$ cat src/rtl/nes_button_events.sv
// nes_button_events
//   Turns per-poll NES button snapshots into a debounced pressed vector and a
//   queue of discrete press/release events.
//
//   Ports:
//     clk, reset        clock; asynchronous active-high reset
//     buttons_in[7:0]   raw snapshot (0=A 1=B 2=SELECT 3=START 4=UP 5=DOWN 6=LEFT 7=RIGHT)
//     buttons_valid     one-cycle strobe qualifying buttons_in
//     buttons_stable    debounced vector, 1 = pressed
//     evt_valid/ready   FIFO head handshake; evt_data = {press, index}
//     fifo_count        queued event count
//     overflow          sticky drop flag, cleared by clr_overflow
//     busy              high while the changed-bit scan runs (8 cycles)
module nes_button_events #(
  parameter int POLL_STABLE = 2,
  parameter int FIFO_DEPTH  = 8,
  parameter bit ACTIVE_LOW  = 1'b1
) (
  input  logic                         clk,
  input  logic                         reset,
  input  logic [7:0]                   buttons_in,
  input  logic                         buttons_valid,
  output logic [7:0]                   buttons_stable,
  output logic                         evt_valid,
  output logic [3:0]                   evt_data,
  input  logic                         evt_ready,
  output logic [$clog2(FIFO_DEPTH):0]  fifo_count,
  output logic                         overflow,
  input  logic                         clr_overflow,
  output logic                         busy
);

  localparam int AW = $clog2(FIFO_DEPTH);
  localparam int CW = AW + 1;
  localparam logic [3:0] CNT_MAX = 4'(POLL_STABLE - 1);

  typedef enum logic {IDLE, SCAN} state_t;

  typedef struct packed {
    logic       press;
    logic [2:0] idx;
  } evt_t;

  state_t     state;
  logic [7:0] s, last_sample, diff, newstate;
  logic [3:0] stable_cnt, cnt_next;
  logic [2:0] idx;
  logic       commit;

  // Debounce: count consecutive identical polls, saturating at CNT_MAX.
  assign s        = ACTIVE_LOW ? ~buttons_in : buttons_in;
  assign cnt_next = (s != last_sample)    ? 4'd0 :
                    (stable_cnt == CNT_MAX) ? stable_cnt : stable_cnt + 4'd1;
  // A qualifying poll seen during SCAN is skipped; the saturated counter
  // lets the next qualifying poll in IDLE take it.
  assign commit   = buttons_valid && (cnt_next == CNT_MAX) &&
                    (s != buttons_stable) && (state == IDLE);

  always_ff @(posedge clk or posedge reset) begin
    if (reset) begin
      last_sample    <= '0;
      stable_cnt     <= '0;
      buttons_stable <= '0;
      diff           <= '0;
      newstate       <= '0;
      idx            <= '0;
      state          <= IDLE;
      busy           <= 1'b0;
    end else begin
      if (buttons_valid) begin
        last_sample <= s;
        stable_cnt  <= cnt_next;
      end
      case (state)
        IDLE: if (commit) begin
          diff           <= s ^ buttons_stable;
          buttons_stable <= s;
          newstate       <= s;
          idx            <= '0;
          state          <= SCAN;
          busy           <= 1'b1;
        end
        SCAN: begin
          idx <= idx + 3'd1;
          if (idx == 3'd7) begin
            state <= IDLE;
            busy  <= 1'b0;
          end
        end
        default: state <= IDLE;
      endcase
    end
  end

  // Event FIFO, first-word-fall-through.
  evt_t            mem [FIFO_DEPTH];
  evt_t            push_data;
  logic [AW-1:0]   rd_ptr, wr_ptr;
  logic            push, pop, push_ok;

  assign push      = (state == SCAN) && diff[idx];
  assign push_data = '{press: newstate[idx], idx: idx};
  assign evt_valid = (fifo_count != '0);
  assign evt_data  = mem[rd_ptr];
  assign pop       = evt_valid && evt_ready;
  // When full, a same-cycle pop frees the slot being written.
  assign push_ok   = push && ((fifo_count < CW'(FIFO_DEPTH)) || pop);

  always_ff @(posedge clk) begin
    if (push_ok) mem[wr_ptr] <= push_data;
  end

  always_ff @(posedge clk or posedge reset) begin
    if (reset) begin
      rd_ptr     <= '0;
      wr_ptr     <= '0;
      fifo_count <= '0;
      overflow   <= 1'b0;
    end else begin
      if (push_ok) wr_ptr <= wr_ptr + AW'(1);
      if (pop)     rd_ptr <= rd_ptr + AW'(1);
      case ({push_ok, pop})
        2'b10:   fifo_count <= fifo_count + CW'(1);
        2'b01:   fifo_count <= fifo_count - CW'(1);
        default: fifo_count <= fifo_count;
      endcase
      // A drop in the same cycle outranks the clear.
      if (push && !push_ok) overflow <= 1'b1;
      else if (clr_overflow) overflow <= 1'b0;
    end
  end

endmodule

$ cat config.mk
export PLATFORM = sky130hd
export DESIGN_NAME = nes_button_events
export DESIGN_NICKNAME = d
export VERILOG_FILES = /design/src/rtl/nes_button_events.sv
export SDC_FILE = /design/constraint.sdc
export NUM_CORES = 1
export LEC_CHECK = 0
export ABC_AREA = 1
export BUFFER_PORTS_ARGS = -buffer_cell sky130_fd_sc_hd__buf_2
export CORE_MARGIN = 5
export CORE_UTILIZATION = 48
export CTS_CLUSTER_DIAMETER = 80
export DETAILED_ROUTE_END_ITERATION = 6
export PLACE_DENSITY = 0.66
export RECOVER_POWER = 100
export SLEW_MARGIN = 20
export SYNTH_ARGS = -nofsm -noshare
export SYNTH_HDL_FRONTEND = slang
export SYNTH_SLANG_ARGS = --single-unit
$ cat constraint.sdc
create_clock -name clk -period 3.45 [get_ports clk]
set_input_delay 0.1725 -clock clk [delete_from_list [all_inputs] [get_ports clk]]
set_output_delay 0.1725 -clock clk [all_outputs]
set_load 0.05 [all_outputs]
Word level (Yosys, flattened, before mapping)
Memories as Yosys holds them, arrays and structs flattened. Index checks and enable logic that the tools add are counted. Widths: inputs -> output; s select.

$add $sub $neg: 6. Order comparisons: 2. Equality and inequality tests: 9. Mux-type cells: 19. Bitwise operators: 3. Reductions and logical operators: 14.

Operators with widths (count): $ne 8x8->1 (2); $mux 1 (10); $add 3x1->3 const B (3); $add 4x1->4 const B (2); $eq 4x1->1 const B (2); $mux 4 (2); $not 8->8 (1); $pmux 4 s2 (1); $xor 8x8->8 (1); $logic_and 1x1->1 (7); $bmux 1 s3 (2); $pmux 3 s2 (1); $lt 3x4->1 const B (1); $lt 4x4->1 const B (1); $pmux 1 s2 (2); $reduce_and 2->1 (2); $reduce_bool 2->1 (2); $reduce_bool 4->1 (1); $sub 4x1->4 const B (1); $eq 3x3->1 const B (1); $mux 3 (1); $eq 2x1->1 const B (1); $eq 2x2->1 const B (1); $ne 2x1->1 const B (1); other kinds (4) (4).

Flip-flop bits (word level): 44. Bits in writable memories: 32. Input port bits: 13. Output and inout bits: 19. Logic and storage cells: 65. Memories: 1.

Memories: mem (words 8, width 4, rd ports 1, clocked after memory_dff 0, wr ports 1, RTL line 96) `evt_t mem [FIFO_DEPTH];`.

Logic depth before layout (Yosys ltp)
Gate-level depths: netlist of run 1.

Depth after elaboration: 9. Gate-level depth with buffers: 17. Mapped depth without buffers: 16.

Worst setup path after synthesis of run 1
Ideal clock, no wire load.

Path type: register to register. Start point: register fifo_count[0]. End point: register fifo_count[3]. Setup time: 0.142 ns. Arrival: 2.812 ns. Required time: 3.308 ns. Path slack: 0.496 ns. Cell stages (with the launch flop): 15. Buffers on the path: 0. Clock period less this slack: 2.954 ns. Cells stage by stage: dfrtp_1 > inv_1 > nand3_1 > nand2_1 > nand2_1 > nand3_2 > ha_1 > ha_1 > nand2_1 > nand2_1 > a21oi_1 > nor2_1 > nor2_1 > nand2_1 > xnor2_1.

Word-level cells in the longest chain between the ends: 6. Elaborated cells between the ends (all ways): 11. Classes of those cells: add/sub: 2; order compare: 1; eq/ne: 2; mux: 1; reduce/logical: 5.

Ends and longest elaborated chain: from (decl) (RTL line 27) `output logic [$clog2(FIFO_DEPTH):0] fifo_count,`; from (signal assigned) (RTL line 123) `2'b10: fifo_count <= fifo_count + CW'(1);`; from (signal assigned) (RTL line 124) `2'b01: fifo_count <= fifo_count - CW'(1);`; from (signal assigned) (RTL line 125) `default: fifo_count <= fifo_count;`; $reduce_bool 4->1 * (RTL line 103) `assign evt_valid = (fifo_count != '0);`; named net evt_valid (RTL line 24) `output logic evt_valid,`; $logic_and 1x1->1 * (RTL line 105) `assign pop = evt_valid && evt_ready;`; $logic_or 1x1->1 (RTL line 107) `assign push_ok = push && ((fifo_count < CW'(FIFO_DEPTH)) || pop);`; $logic_and 1x1->1 (RTL line 107); $eq 2x1->1 or $eq 2x2->1 (tied branches) (RTL line 122) `case ({push_ok, pop})`; $pmux 4 s2 or $reduce_bool 2->1 (tied branches).

Mark *: on every way through the listed nets, which the timed path passes. The rest lies on a longest branch. A chain may end at the register's enable or synchronous reset.

Final worst setup path of run 1
Start point: register idx[0]. End point: register fifo_count[3].

Word-level cells in the longest chain between the ends: 6. Elaborated cells between the ends (all ways): 8. Classes of those cells: eq/ne: 2; mux: 3; reduce/logical: 3.

Ends and longest elaborated chain: from (decl) (RTL line 47) `logic [2:0] idx;`; from (signal assigned) (RTL line 84) `idx <= idx + 3'd1;`; $bmux 1 s3 * (RTL line 101) `assign push = (state == SCAN) && diff[idx];`; $mux 1 (not written as such) * (RTL line 101); $logic_and 1x1->1 * (RTL line 101); $logic_and 1x1->1 * (RTL line 107); $eq 2x1->1 or $eq 2x2->1 (tied branches) (RTL line 122); $pmux 4 s2 or $reduce_bool 2->1 (tied branches).

Every way passes the cells marked *; elsewhere a longest branch is shown, timed or not. The select of a mux whose other input is x is not followed.

==> results.json, run 1 <==
{
  "p_seq_frac": 0.432,
  "clock_latency_ns": 0.36,
  "wl_um": 7970,
  "slew_headroom": -0.1318,
  "internal_power_uw": 1689,
  "synth_cell_types": 33,
  "ios": 32,
  "numCtsBuffers": 9,
  "cp.required_ns": 3.69,
  "use_met1": 0.2197,
  "die_w_um": 99.53,
  "worstSetupEndpointType": "flip-flop",
  "dp_cells": 576,
  "drcViolationCount": 0,
  "cp_common_cell": "nand2_1",
  "crit_chain": "inv_1 -> o21ai_0 -> nand2_1 -> nand2_1 -> nand2_1 -> nand3_1 -> ha_1 -> ha_1 -> nand2_1 -> nand2_1 -> a21oi_1 -> nor2_1 -> nor2_1 -> nand2_1 -> xnor2_1",
  "whs_path_depth": 2,
  "die_h_um": 99.53,
  "cp_slowest_cell": "dfrtp_1",
  "top_usage_layer": "met2",
  "via_per_inst": 5.078,
  "hp-start": "buttons_in[1]",
  "fin_crit_ns": 2.958,
  "violations": "max-capacitance violations, max-slew violations",
  "antenna_left": 0,
  "grt_pass1_wl_um": 13580,
  "fp.coreArea_um2": 7767,
  "p_comb_frac": 0.353,
  "powerDensity_nw_per_um2": 719.9,
  "max_freq_mhz": 338.0,
  "p_leak_uw": 0.001969,
  "yosys_warnings": 0,
  "ff_latch_area_um2": 2062,
  "worstHoldEndpoint": "last_sample[1]",
  "grt_overflow": 0,
  "fin_crit_sh": 0.8575,
  "ir_drop_v": 0.0002941,
  "skew_ns": 0.009528,
  "rows": 32,
  "arrival_ns": 3.20,
  "yosysSeqAreaShare": 0.5359,
  "p_switching_uw": 1350,
  "numClockSinks": 76,
  "drv_slew": 45,
  "rrSetupSlack_ns": 0.49,
  "grt_pass1_vias": 2887,
  "wl_per_cell_um": 13.44,
  "critPathMaxStageDelay_ns": 0.71,
  "r2r-end": "fifo_count[3]",
  "reg2reg_depth": 15,
  "drt-pass1-iter-count": 4,
  "cts-root-buf": "clkbuf_8",
  "cp_max_fo": 20,
  "rsz0062_at_grt": "false",
  "design.die.area_um2": 9906,
  "post_synth.cell_area_avg_um2": 8.456,
  "syn_to_final_growth_pct": 9.724,
  "antenna_found_initial": 0,
  "p_total_uw": 3039,
  "syn_nets": 478,
  "netlist_area_um2": 3847,
  "track_usage": 0.1742,
  "min_path_type": "in -> reg",
  "grt_use_met3": 0.03857,
  "crit_type": "reg -> reg",
  "hold_violations": 0,
  "finalNonFillerCells": 593,
  "drt_iter0_drc": 145,
  "cts_resized": 0,
  "drive_above_1_share": 0.08350,
  "dp_hpwl_um": 5593,
  "nets": 509,
  "vias": 3011,
  "initial_utilization": 0.4953,
  "n_antenna_cell": 0,
  "met2_usage": 0.2872,
  "worstReg2RegStart": "idx[0]",
  "routabilityCongestion": 0.8618,
  "drv_cap": 1,
  "pwr-share-clk": 0.215,
  "cp-start-kind": "flip-flop",
  "fin_tns_setup_ns": 0,
  "h-tree-depth": 3,
  "syn_inst": 455,
  "portBuffers": 31,
  "run_status": "finished with violations",
  "grt_max_degree": 45,
  "clk_pin_slew_ns": 0.09,
  "multiInputGateArea_um2": 1475,
  "worst_pin_slew_ns": 1.696,
  "cts_tree": "yes",
  "synth_seq_cells": 76,
  "n_fill_cell": 739,
  "cts_buffer_depth": 2,
  "swShare": 0.4442,
  "finalSetupViolCount": 0
}
-- timing repair --
action	CTS	global route
buffers inserted	0	0
hold buffers	1	0
hold endpoints to repair	1	0
-- per-layer routing --
layer / routed length, um / up-vias
met5: 0 / -
met4: 161 / 0
met3: 286 / 15
met2: 3947 / 51
met1: 3574 / 1404
li1: - / 1541
-- synthesized netlist by cell type (all sizes together) --
master | n | share of area
a21boi | 1 | 0.0020
xnor2 | 3 | 0.0068
nand3 | 10 | 0.014
a31oi | 5 | 0.0081
buf | 5 | 0.0091
clkinv | 1 | 0.00097
nor2 | 60 | 0.067
clkbuf | 8 | 0.0078
dfrtp | 44 | 0.29
o31ai | 1 | 0.0020
inv | 58 | 0.057
edfxtp | 32 | 0.25
nand2 | 139 | 0.14
xor2 | 3 | 0.0068
ha | 9 | 0.029
fa | 1 | 0.0052
nand3b | 1 | 0.0020
nor3 | 4 | 0.0052
o22ai | 6 | 0.0098
nand4 | 19 | 0.035
a21oi | 7 | 0.0091
o21ai | 38 | 0.049
-- how the worst max path moves through the flow --
| stage | end | depth (start not counted) | startpoint | slack [ns] |
|---|---|---|---|---|
| finish | fifo_count[3] | 15 | idx[0] | 0.49 |
| CTS | fifo_count[3] | 15 | idx[0] | 0.64 |
| floorplan | fifo_count[3] | 14 | fifo_count[0] | 0.50 |
| detailed placement | fifo_count[3] | 15 | idx[0] | 0.66 |
| global placement | fifo_count[3] | 15 | idx[0] | 0.89 |
| global route | fifo_count[3] | 15 | idx[0] | 0.17 |
-- placed cells by master, fill, tap and decap left out, types with 2 or more instances in the layout --
cell type | synthesis | routed
a21oi_1 | 7 | 7
nor2_1 | 55 | 57
a31oi_1 | 5 | 5
edfxtp_1 | 32 | 32
nand3_1 | 9 | 10
buf_2 | 1 | 12
nor2_2 | 3 | 2
nand4_1 | 18 | 18
dfrtp_1 | 44 | 44
inv_6 | 0 | 4
xor2_1 | 3 | 3
xnor2_1 | 3 | 3
nand2_1 | 137 | 137
o21ai_0 | 38 | 38
clkbuf_8 | 0 | 9
nor3_1 | 4 | 4
ha_1 | 9 | 9
inv_2 | 6 | 6
o22ai_1 | 6 | 6
inv_1 | 52 | 52
clkbuf_1 | 8 | 19
-- logic make-up (layout without fill, tap and decap cells) --
family	after synthesis	count (layout)	synth area share
flip-flops	76	76	0.5359
adder cells (fa/ha/maj)	10	10	0.03447
AO/OA/AOI/OAI	58	58	0.08033
XOR/XNOR	6	6	0.01366
buffers and inverters	72	108	0.07447
AND/OR/NAND/NOR	233	233	0.2611
-- layout make-up --
class                   instances  share of cell area
inverters                      59             0.05246
multi-input cells             307              0.3494
well taps                     102             0.03023
flip-flops and latches         76              0.4884
repair buffers                 33             0.03527
clock inverters                 7             0.01482
clock buffers                   9             0.02934
-- power by group through the flow --
stage | Clock, uW | Sequential [uW] | Combinational [uW]
after floorplan | 0 | 1360 | 793
after global placement | 0 | 1320 | 1080
after detailed placement | 0 | 1330 | 1110
after CTS | 663 | 1310 | 1110
after global routing | 707 | 1340 | 1200
final | 653 | 1310 | 1070
-- worst max-delay path: cells and delay by family (launching register included) --
| family | cells | cell delay [ns] |
|---|---|---|
| flops | 1 | 0.71 |
| compound gates | 2 | 0.46 |
| fa+ha+maj | 2 | 0.51 |
| xor+xnor | 1 | 0.11 |
| simple gates | 9 | 0.82 |
| buf+inv | 1 | 0.24 |
-- registers in the layout, indices dropped and copies added (netlist names) --
register and cells:
mem 32, diff 8, last_sample 8, newstate 8, fifo_count 4, stable_cnt 4, idx 3, rd_ptr 3
wr_ptr 3, busy 1, overflow 1, state 1
-- metrics by stage --
stage               worst slack [ns]  utilization  area, um^2  hold slack (ns)
finish                        0.4917       0.5435        4222          0.06798
global route                  0.1690       0.5435        4222          0.05125
CTS                           0.6381       0.5496        4269          0.05340
detailed placement            0.6572       0.5243        4073           0.3786
global placement              0.8885       0.5243        4073           0.3758
floorplan                     0.4958            -        3847           0.2798
(Power assumes the default switching activity.)
==> run 2: changes to the inputs <==
Settings changed: PLACE_DENSITY 0.66 to 0.77.
==> results.json, run 2 (same netlist as run 1, synthesis figures left out) <==
{
  "run_status": "finished with violations",
  "violations": "max-capacitance violations, max-slew violations",
  "fin_crit_sh": 0.8505,
  "powerDensity_nw_per_um2": 724.2,
  "drive_above_1_share": 0.07551,
  "track_usage": 0.1708,
  "cp.required_ns": 3.69,
  "fin_tns_setup_ns": 0,
  "numClockSinks": 76,
  "grt_pass1_vias": 2874,
  "via_per_inst": 5.140,
  "max_freq_mhz": 340.8,
  "cts_buffer_depth": 2,
  "holdWs_ns": 0.06596,
  "ir_drop_v": 0.0004110,
  "worstSetupEndpointType": "flip-flop",
  "fin_ws_ns": 0.5158,
  "ff_latch_area_um2": 2062,
  "routabilityCongestion": 0.8895,
  "drv_cap": 1,
  "crit_type": "reg -> reg",
  "top_register": "mem",
  "rows": 32,
  "grt_max_degree": 45,
  "critPathMaxStageDelay_ns": 0.72,
  "finalSetupViolCount": 0,
  "wl_um": 7881,
  "largest_reg_flops": 32,
  "nets": 508,
  "grt_overflow": 0,
  "dp_hpwl_um": 5404,
  "fin_crit_ns": 2.934,
  "rsz0062_at_grt": "false",
  "drcViolationCount": 0,
  "cp_slowest_cell": "dfrtp_1",
  "worst_pin_slew_ns": 1.736,
  "cts_setup_buffers": 0,
  "cts_resized": 0,
  "skew_ns": 0.006678,
  "syn_to_final_growth_pct": 9.496,
  "hold_violations": 0,
  "cp_max_fo": 20,
  "cp_common_cell": "nand2_1",
  "cts-root-buf": "clkbuf_8",
  "slew_headroom": -0.1588,
  "cts_tree": "yes",
  "final_common_cell": "nand2_1",
  "portBuffers": 31,
  "drv_slew": 45,
  "fp.coreArea_um2": 7767,
  "n_fill_cell": 715,
  "cp-start-kind": "flip-flop",
  "drt-pass1-iter-count": 5,
  "drt_iter0_drc": 228,
  "clk_pin_slew_ns": 0.08,
  "vias": 3043,
  "grt_pass1_wl_um": 13440,
  "wl_per_cell_um": 13.31,
  "pre_cts_ws_ns": 0.7233,
  "ios": 32,
  "min_path_type": "in -> reg",
  "p_leak_uw": 0.001959,
  "die_w_um": 99.53,
  "antenna_left": 0,
  "n_antenna_cell": 0,
  "h-tree-depth": 3,
  "arrival_ns": 3.17,
  "die_h_um": 99.53,
  "ctsHoldBuffers": 1,
  "multiInputGateArea_um2": 1475,
  "mostFrequentLayoutCells": "nand2_1 (137), nor2_1 (57), inv_1 (52), dfrtp_1 (44), o21ai_0 (38)",
  "antenna_found_initial": 0,
  "initial_utilization": 0.4953,
  "clock_latency_ns": 0.35,
  "crit_chain": "o21ai_0 -> o21ai_0 -> nand2_1 -> nand2_1 -> nand3_1 -> ha_1 -> ha_1 -> nand2_1 -> nand2_1 -> a21oi_1 -> nor2_1 -> nor2_1 -> nand2_1 -> xnor2_1",
  "design.die.area_um2": 9906,
  "numCtsBuffers": 9
}
[run 2: cell types whose count changed in the layout (fill, tap and decap cells not counted), sizes merged]
cell	delta
buf	-2
inv	-5
clkinvlp	+1
clkbuf	+3
clkinv	+1
bufinv	+1
[run 2: through the flow]
stage               total power [uW]  area [um^2]  cells    util
finish                          3051         4213    592  0.5424
global route                    3263         4213    592  0.5424
CTS                             3095         4262    592  0.5486
detailed placement              2439         4065    575  0.5234
global placement                2378         4065    575  0.5234
floorplan                       2152         3847    455       -
[run 2: layout make-up]
cell class,instances,area share
clock buffers,11,0.03119
clock inverters,5,0.01307
inverters,59,0.05257
multi-input cells,307,0.3502
flip-flops and latches,76,0.4895
well taps,102,0.03029
repair buffers,32,0.03326
[run 2: worst max-delay path, delay by kind of cell, from the launching register on]
kind	cells	cell delay (ns)
adder cells (fa/ha/maj)	2	0.62
AND/OR/NAND/NOR	8	0.80
XOR/XNOR	1	0.12
flip-flops	1	0.72
AO/OA/AOI/OAI	3	0.57
[run 2: metal layers]
| metal | up-vias | GRT usage | wire length (um) |
|---|---|---|---|
| met1 | 1415 | 0.2167 | 3394 |
| li1 | 1533 | - | - |
| met3 | 9 | 0.05259 | 437 |
| met5 | - | 0 | 0 |
| met4 | 0 | 0.05252 | 78 |
| met2 | 86 | 0.2810 | 3970 |
[run 2: report_power, final]
part           leakage, uW  total [uW]  switching, uW  internal [uW]
Clock            0.0000893         655            323            332
Sequential        0.000858        1310            198           1120
Combinational      0.00101        1080            786            295
[run 2: path summary, 6_finish.rpt]
check	start	to	slack (ns)	cells after the start
max	idx[0]	fifo_count[3]	0.52	14
max reg2reg	idx[0]	fifo_count[3]	0.52	14
min in group asynchronous	reset	overflow	0.36	2
min reg2reg	diff[2]	diff[2]	0.48	2
max in group asynchronous	reset	newstate[6]	2.08	2
min	buttons_in[4]	last_sample[4]	0.07	2
==> run 3: changes to the inputs <==
Settings changed: BUFFER_PORTS_ARGS -buffer_cell sky130_fd_sc_hd__buf_2 to -buffer_cell sky130_fd_sc_hd__buf_4, MAX_ROUTING_LAYER set to met4.
==> results.json, run 3 (same netlist as run 1, synthesis figures left out) <==
{
  "run_status": "finished with violations",
  "violations": "max-capacitance violations, max-slew violations",
  "cp-start-kind": "flip-flop",
  "drv_slew": 45,
  "final_core_util": 0.5466,
  "antenna_found_initial": 0,
  "fp.coreArea_um2": 7767,
  "pre_cts_ws_ns": 0.7289,
  "die_h_um": 99.53,
  "wl_per_cell_um": 13.20,
  "n_antenna_cell": 0,
  "drive_above_1_share": 0.07975,
  "design.die.area_um2": 9906,
  "numCtsBuffers": 9,
  "p_leak_uw": 0.001969,
  "grt_max_degree": 45,
  "clk_pin_slew_ns": 0.08,
  "slew_headroom": -0.1191,
  "ctsHoldBuffers": 0,
  "whs_path_depth": 2,
  "p_switching_uw": 1304,
  "worstSetupEndpointType": "flip-flop",
  "grt_pass1_vias": 2912,
  "antenna_left": 0,
  "skew_ns": 0.005388,
  "via_per_inst": 5.113,
  "finalSetupViolCount": 0,
  "vias": 3022,
  "cts_setup_buffers": 0,
  "top_register": "mem",
  "rows": 32,
  "final_common_cell": "nand2_1",
  "cp.required_ns": 3.69,
  "internal_power_uw": 1769,
  "syn_to_final_growth_pct": 10.34,
  "fin_tns_setup_ns": 0,
  "p_comb_frac": 0.350,
  "rsz0062_at_grt": "false",
  "numClockSinks": 76,
  "routabilityCongestion": 0.8887,
  "initial_utilization": 0.4953,
  "drcViolationCount": 0,
  "drv_cap": 1,
  "worstHoldEndpoint": "overflow",
  "ir_drop_v": 0.0002871,
  "p_seq_frac": 0.428,
  "pwr-share-clk": 0.222,
  "cts_buffer_depth": 2,
  "n_fill_cell": 746,
  "ios": 32,
  "hp-start": "clr_overflow",
  "powerDensity_nw_per_um2": 724.1,
  "drt-pass1-iter-count": 5,
  "grt_overflow": 0,
  "portBuffers": 31,
  "cp_max_fo": 20,
  "wl_um": 7802,
  "cts_resized": 0,
  "fin_ws_ns": 0.5693,
  "grt_pass1_wl_um": 13760,
  "min_path_type": "in -> reg",
  "mostFrequentLayoutCells": "nand2_1 (137), nor2_1 (57), inv_1 (52), dfrtp_1 (44), o21ai_0 (38)",
  "drt_iter0_drc": 133,
  "nets": 507,
  "reg2reg_depth": 15,
  "r2r-end": "fifo_count[3]",
  "cts-root-buf": "clkbuf_8",
  "worst_pin_slew_ns": 1.677,
  "fin_crit_ns": 2.881,
  "cts_tree": "yes",
  "hold_violations": 0,
  "fin_crit_sh": 0.8350,
  "rrSetupSlack_ns": 0.57,
  "swShare": 0.4244,
  "crit_type": "reg -> reg",
  "max_freq_mhz": 347.1,
  "largest_reg_flops": 32,
  "die_w_um": 99.53,
  "worstReg2RegStart": "idx[0]",
  "track_usage": 0.1785,
  "h-tree-depth": 3,
  "clock_latency_ns": 0.35,
  "arrival_ns": 3.12,
  "dp_hpwl_um": 5490
}
==> run 3: final cells by class <==
cell class | instances | area (um^2) | share of cell area
timing repair buffer | 31 | 161.4 | 0.03802
clock buffer | 11 | 141.4 | 0.03330
clock inverter | 5 | 61.31 | 0.01444
multi-input combinational | 307 | 1470 | 0.3463
inverter | 59 | 221.5 | 0.05217
tap | 102 | 127.6 | 0.03006
sequential | 76 | 2062 | 0.4857
==> run 3: worst max-delay path by stage <==
stage,end,slack (ns),from,cells after the start
6_report,fifo_count[3],0.57,idx[0],15
5_1_grt,fifo_count[3],0.22,idx[0],14
4_1_cts,fifo_count[3],0.72,idx[0],15
3_5_place_dp,fifo_count[3],0.73,idx[0],14
3_3_place_gp,fifo_count[3],0.90,idx[0],15
2_1_floorplan,fifo_count[3],0.50,fifo_count[0],14
==> run 3: power by group through the flow <==
stage	registers, uW	clock network [uW]	logic [uW]
floorplan	1360	0	793
finish	1310	682	1080
global route	1340	741	1220
global placement	1320	0	1120
detailed placement	1330	0	1160
CTS	1310	701	1170
==> run 3: worst max-delay path, cell delays in order (launching register included) <==
cell	delay [ns]
dfrtp_1	0.68
inv_1	0.23
o21ai_0	0.23
nand2_1	0.08
nand2_1	0.07
nand2_1	0.09
nand3_1	0.28
ha_1	0.27
ha_1	0.24
nand2_1	0.06
nand2_1	0.05
a21oi_1	0.16
nor2_1	0.06
nor2_1	0.09
nand2_1	0.07
xnor2_1	0.12
==> run 3: through the flow <==
stage | total power, uW | instance area [um^2] | hold WS [ns] | cells
finish | 3074 | 4245 | 0.02408 | 591
global route | 3303 | 4245 | 0.005056 | 591
CTS | 3179 | 4345 | 0.01112 | 591
detailed placement | 2492 | 4143 | 0.3850 | 575
global placement | 2438 | 4143 | 0.3695 | 575
floorplan | 2152 | 3847 | 0.2798 | 455
==> run 3: per-layer routing <==
metal	GRT usage	part of all wire
met1	0.2229	0.44
met4	0.06303	0.013
met3	0.03717	0.033
met5	-	0
met2	0.2887	0.51
